$ cat src/rtl/apb_arb_pkg.sv
// Shared definitions for the APB requester arbiter: FSM state encoding and
// default parameter values used by apb_arbiter and its round-robin picker.
// No ports; imported by every file of the block.
package apb_arb_pkg;

   localparam int DEF_NUM_REQ = 4;
   localparam int DEF_ADDR_W  = 32;
   localparam int DEF_DATA_W  = 32;
   localparam int DEF_TIMEOUT = 16;

   typedef enum logic [1:0] {
      IDLE  = 2'b00,
      ISSUE = 2'b01,
      WAIT  = 2'b10
   } arb_state_t;

endpackage

$ cat src/rtl/rr_pick.sv
// Round-robin picker: first eligible requester after last_i, wrapping mod N.
// Latency: purely combinational. Backpressure: none, the caller decides when to use gnt_o.
// Ports: elig_i eligible mask, last_i index of previous winner, gnt_o one-hot winner, vld_o any winner.
module rr_pick
   import apb_arb_pkg::*;
#(
   parameter int N = DEF_NUM_REQ
) (
   input  logic [N-1:0]         elig_i,
   input  logic [$clog2(N)-1:0] last_i,
   output logic [N-1:0]         gnt_o,
   output logic                 vld_o
);

   logic [$clog2(N)-1:0] idx;

   // Walk last+1, last+2, ... last+N; the first eligible slot wins, which
   // gives the previous winner the lowest priority in this round.
   always_comb begin
      gnt_o = '0;
      vld_o = 1'b0;
      idx   = '0;
      for (int i = 1; i <= N; i++) begin
         idx = ($clog2(N))'((int'(last_i) + i) % N);
         if (!vld_o && elig_i[idx]) begin
            gnt_o[idx] = 1'b1;
            vld_o      = 1'b1;
         end
      end
   end

endmodule

$ cat src/rtl/apb_arbiter.sv
// Arbitrates NUM_REQ requesters onto one APB master command port with round-robin fairness.
// Latency: req -> PTRANSFER 1 cycle; xfer_done -> req_done 1 cycle; next grant 2 cycles after xfer_done.
// Backpressure: one command in flight; requesters hold req until their req_done pulse (with timeout).
// Ports: PCLK/PRESET clock and sync reset; req/req_addr/req_wdata/req_write requester side;
//   req_gnt/req_done/req_err/req_rdata responses; PTRANSFER/ADDRESS/WRITE_EN/WRITE_DATA
//   command to the master; xfer_done/READ_DATA completion from the master; busy while not IDLE.
module apb_arbiter
   import apb_arb_pkg::*;
#(
   parameter int NUM_REQ = DEF_NUM_REQ,
   parameter int ADDR_W  = DEF_ADDR_W,
   parameter int DATA_W  = DEF_DATA_W,
   parameter int TIMEOUT = DEF_TIMEOUT   // must be >= 2
) (
   input  logic                      PCLK,
   input  logic                      PRESET,
   input  logic [NUM_REQ-1:0]        req,
   input  logic [NUM_REQ*ADDR_W-1:0] req_addr,
   input  logic [NUM_REQ*DATA_W-1:0] req_wdata,
   input  logic [NUM_REQ-1:0]        req_write,
   output logic [NUM_REQ-1:0]        req_gnt,
   output logic [NUM_REQ-1:0]        req_done,
   output logic                      req_err,
   output logic [DATA_W-1:0]         req_rdata,
   output logic                      PTRANSFER,
   output logic [ADDR_W-1:0]         ADDRESS,
   output logic                      WRITE_EN,
   output logic [DATA_W-1:0]         WRITE_DATA,
   input  logic                      xfer_done,
   input  logic [DATA_W-1:0]         READ_DATA,
   output logic                      busy
);

   localparam int IW    = $clog2(NUM_REQ);
   localparam int CNT_W = $clog2(TIMEOUT);
   // The counter starts at 0 on the first WAIT cycle; the cycle whose increment
   // would reach TIMEOUT-1 is the last one, so req_done lands TIMEOUT cycles after ISSUE.
   localparam logic [CNT_W-1:0] CNT_LAST = CNT_W'(TIMEOUT - 2);

   arb_state_t          state_q;
   logic [CNT_W-1:0]    cnt_q, cnt_d;
   logic [IW-1:0]       last_q, last_d;
   logic [NUM_REQ-1:0]  gnt_q, done_q;
   logic                err_q, ptx_q, we_q, busy_q;
   logic [DATA_W-1:0]   rdata_q, wdata_q;
   logic [ADDR_W-1:0]   addr_q;

   logic [NUM_REQ-1:0]  elig, pick_gnt;
   logic                pick_vld;
   logic [ADDR_W-1:0]   addr_d;
   logic [DATA_W-1:0]   wdata_d;
   logic                we_d;

   // A requester completing this cycle still has req high; keep it out of the race.
   assign elig  = req & ~done_q;
   assign cnt_d = cnt_q + CNT_W'(1);

   rr_pick #(.N(NUM_REQ)) u_pick (
      .elig_i (elig),
      .last_i (last_q),
      .gnt_o  (pick_gnt),
      .vld_o  (pick_vld)
   );

   // Command fields of the freshly picked requester.
   always_comb begin
      addr_d  = '0;
      wdata_d = '0;
      we_d    = 1'b0;
      for (int i = 0; i < NUM_REQ; i++) begin
         if (pick_gnt[i]) begin
            addr_d  = req_addr[i*ADDR_W +: ADDR_W];
            wdata_d = req_wdata[i*DATA_W +: DATA_W];
            we_d    = req_write[i];
         end
      end
   end

   // Index of the requester currently holding the grant.
   always_comb begin
      last_d = '0;
      for (int i = 0; i < NUM_REQ; i++) begin
         if (gnt_q[i]) last_d = IW'(i);
      end
   end

   always_ff @(posedge PCLK) begin
      if (PRESET) begin
         state_q <= IDLE;
         cnt_q   <= '0;
         last_q  <= IW'(NUM_REQ - 1);
         gnt_q   <= '0;
         done_q  <= '0;
         err_q   <= 1'b0;
         rdata_q <= '0;
         ptx_q   <= 1'b0;
         addr_q  <= '0;
         we_q    <= 1'b0;
         wdata_q <= '0;
         busy_q  <= 1'b0;
      end else begin
         // Completion outputs are single-cycle pulses.
         done_q  <= '0;
         err_q   <= 1'b0;
         rdata_q <= '0;
         case (state_q)
            IDLE: begin
               if (pick_vld) begin
                  gnt_q   <= pick_gnt;
                  addr_q  <= addr_d;
                  wdata_q <= wdata_d;
                  we_q    <= we_d;
                  ptx_q   <= 1'b1;
                  busy_q  <= 1'b1;
                  state_q <= ISSUE;
               end
            end
            ISSUE: begin
               ptx_q   <= 1'b0;
               cnt_q   <= '0;
               state_q <= WAIT;
            end
            WAIT: begin
               // A completion on the timeout cycle wins over the timeout.
               if (xfer_done || cnt_q == CNT_LAST) begin
                  done_q  <= gnt_q;
                  err_q   <= ~xfer_done;
                  rdata_q <= (xfer_done && !we_q) ? READ_DATA : '0;
                  last_q  <= last_d;
                  gnt_q   <= '0;
                  busy_q  <= 1'b0;
                  state_q <= IDLE;
               end else begin
                  cnt_q <= cnt_d;
               end
            end
            default: begin
               ptx_q   <= 1'b0;
               gnt_q   <= '0;
               busy_q  <= 1'b0;
               state_q <= IDLE;
            end
         endcase
      end
   end

   assign req_gnt    = gnt_q;
   assign req_done   = done_q;
   assign req_err    = err_q;
   assign req_rdata  = rdata_q;
   assign PTRANSFER  = ptx_q;
   assign ADDRESS    = addr_q;
   assign WRITE_EN   = we_q;
   assign WRITE_DATA = wdata_q;
   assign busy       = busy_q;

endmodule

$ cat config.mk
export PLATFORM = sky130hd
export DESIGN_NAME = apb_arbiter
export DESIGN_NICKNAME = d
export VERILOG_FILES = /design/src/rtl/apb_arb_pkg.sv /design/src/rtl/rr_pick.sv /design/src/rtl/apb_arbiter.sv
export SDC_FILE = /design/constraint.sdc
export NUM_CORES = 1
export LEC_CHECK = 0
export CAP_MARGIN = 30
export CORE_MARGIN = 10
export CORE_UTILIZATION = 34
export DETAILED_ROUTE_END_ITERATION = 8
export GPL_TIMING_DRIVEN = 1
export PLACE_DENSITY_LB_ADDON = 0.3
export SLEW_MARGIN = 20
export SYNTH_ARGS = -nofsm -noshare
export SYNTH_HDL_FRONTEND = slang
export SYNTH_SLANG_ARGS = --single-unit
$ cat constraint.sdc
create_clock -name PCLK -period 2.56 [get_ports PCLK]
set_clock_uncertainty 0.05 [all_clocks]
set_input_delay 0.256 -clock PCLK [delete_from_list [all_inputs] [get_ports PCLK]]
set_output_delay 0.256 -clock PCLK [all_outputs]
set_load 0.02 [all_outputs]
==> reports/results.ini <==
[hold_path]
hold_start=PRESET
holdPathStages=2
hp-class=in2reg

[drt]
remaining_drc_errors=0
avgViaCountPerCell=5.33
drtPass1Iterations=5
first_iter_violations=417
routedWlPerCell_um=22.0
ant_nets=0
vias=7929
routed_wl_mm=32.7

[pwr]
p_leak_uw=0.00472
powerDensity_nw_per_um2=605
ir_worst_vdd_mv=0.443

[grt]
overflow=0
grt_pass1_wl_mm=46.8
grt_max_degree=50
grt_pass1_vias=7899
grt_antenna_before_repair=1
track_usage_pct=23.2

[finish]
final_cell_area_um2=12600
fin_nets=1520
n_fill_cell=1554
post-route-util_pct=67.1
layout-drive-gt1-share_pct=16.9
area_growth_pct=92.7

[outcome]
violations=negative setup slack
status=complete, but fails checks

[timing]
fin_tns_setup_ns=-4.59
rsz0062_at_grt=yes
fmax_mhz=373
final.min_clock_period_ns=2.68
finalSetupViolCount=65
layout_setup_ws_ns=-0.123
fin_crit_sh_pct=105
max_slew_margin_pct=58.2
worstMarginPinSlew_ns=0.627
holdWs_ns=0.294
slew_violations=0
hold_viol=0

[die]
initial_core_util_pct=34.8
fp.dieH_um=159
coreArea_um2=18800
rows=50
die_x_um=159
die_area_um2=25300
io_pins=407

[place]
place_area_um2=11300
post-place-ws_ns=-0.356
dpl.hpwl_mm=22.8
gp_congestion=0.881
numPortBuffers=406

[yosys]
synth_enable_flop_cells=0
synth_seq_cells=116
async_flop_share_pct=0
ys_top_cells_by_area=dfxtp_1 (35%), a211o_1 (8.7%), nor2_1 (8.2%), nand2b_1 (7.0%), a311oi_2 (6.9%)
synthFlopType=dfxtp_1
yosys_warnings=0
synthesis.area_um2=6560
syn_nets=1099
synth_top_cell_by_area=dfxtp_1
synthTopCellsByCount=nor2_1 (143), dfxtp_1 (116), nand2b_1 (73), nor4_1 (67)
ys_types=43
ys_seq_area_share_pct=35.4
synth_top_area_share_pct=35.4
synthCells=791
yosysMostFrequentCell=nor2_1
avgSynthCellArea_um2=8.29

[clocking]
ctsHtreeMaxLevel=4
ctsLongestPathBuffers=2
numCtsBuffers=17
cts.sinks=116
worstSkewPairLatency_ns=0.42
cts.clk_slew.worst_paths_ns=0.07
cts_tree=done
clockRootBuffer=clkbuf_16

[critical_path]
r2r-start=last_q[0]
path_class=reg2reg
cp-startpoint=last_q[0]
cp_max_fo=10
cp-end-kind=flop
arrival_ns=2.97
worstPathRequired_ns=2.85
critical_path.startpoint_type=flop
reg2reg_depth=8

[job]
cap_violations=0

-- cells by family (layout without fill, tap and decap cells) --
group	Yosys count	count (layout)	share of synthesized area, %
other	0	2	0
buffers and inverters	87	520	5.76
AOI/OAI and AO/OA	157	158	23.4
xor gates and xnor gates	2	2	0.267
adders and majority gates	9	9	1.72
DFF	116	116	35.4
muxes	2	2	0.687
and+or+nand+nor	418	418	32.7
-- routing by layer --
metal,track usage [%],up-vias,share of wire [%]
li1,-,3776,-
met1,26.2,3698,39
met2,38.2,393,48
met3,9.06,62,8.8
met4,9.94,0,3.5
met5,0,-,0
-- registers in the layout, indices dropped and copies added, names as in the netlist --
| signal | flops |
|---|---|
| ADDRESS | 32 |
| last_q | 2 |
| busy | 1 |
| WRITE_EN | 1 |
| WRITE_DATA | 32 |
| req_done | 4 |
| req_rdata | 32 |
| state_q | 2 |
| req_gnt | 4 |
| req_err | 1 |
| cnt_q | 4 |
| PTRANSFER | 1 |
-- path summary, 6_finish.rpt --
kind	to	slack, ns
worst min register to register	busy	0.41
worst max register to register	WRITE_DATA[26]	-0.12
worst min-delay path	state_q[1]	0.29
worst max-delay path	WRITE_DATA[26]	-0.12
-- cells in the final DEF, fill, tap and decap left out, drive strengths merged, types with 17 or more instances in the layout --
master	instances
clkdlybuf4s50	405
a311oi	65
nand2b	73
clkbuf	23
a211o	66
and2	35
nor4	67
inv	17
nor2	144
buf	72
nand3	65
dfxtp	116
-- critical path: stages, from the launching register on --
cell and delay [ns]:
dfxtp_4 0.39, inv_4 0.05, ha_4 0.29, mux4_2 0.40
a22o_4 0.32, a211o_4 0.40, clkbuf_16 0.20, a211o_1 0.28
a311oi_2 0.21
-- power by group --
part / internal, uW / switching (uW)
registers: 2020 / 126
logic: 1600 / 1530
clock network: 1300 / 1070
total: 4920 / 2730
-- metrics by stage --
stage,total power (uW),std cells
2_1_floorplan,3540,791
6_report,7650,1487
3_3_place_gp,4970,1436
5_1_grt,8010,1485
3_5_place_dp,5000,1436
4_1_cts,7500,1471
-- layout make-up --
type | instances | area (um2) | share of cell area, %
timing repair buffer | 483 | 5090 | 40.2
multi-input combinational | 589 | 4300 | 34.0
sequential | 116 | 2330 | 18.4
clock buffer | 17 | 425 | 3.36
tap | 260 | 325 | 2.57
clock inverter | 15 | 153 | 1.21
inverter | 5 | 21.3 | 0.168
antenna | 2 | 5.00 | 0.0396
-- timing repair --
item	in CTS	in global routing
cloned	2	9
hold buffers	0	0
buffers inserted	1	5
resized for setup	32	38
setup endpoints to repair	64	65
pin swaps	1	3
(Power assumes the default switching activity.)
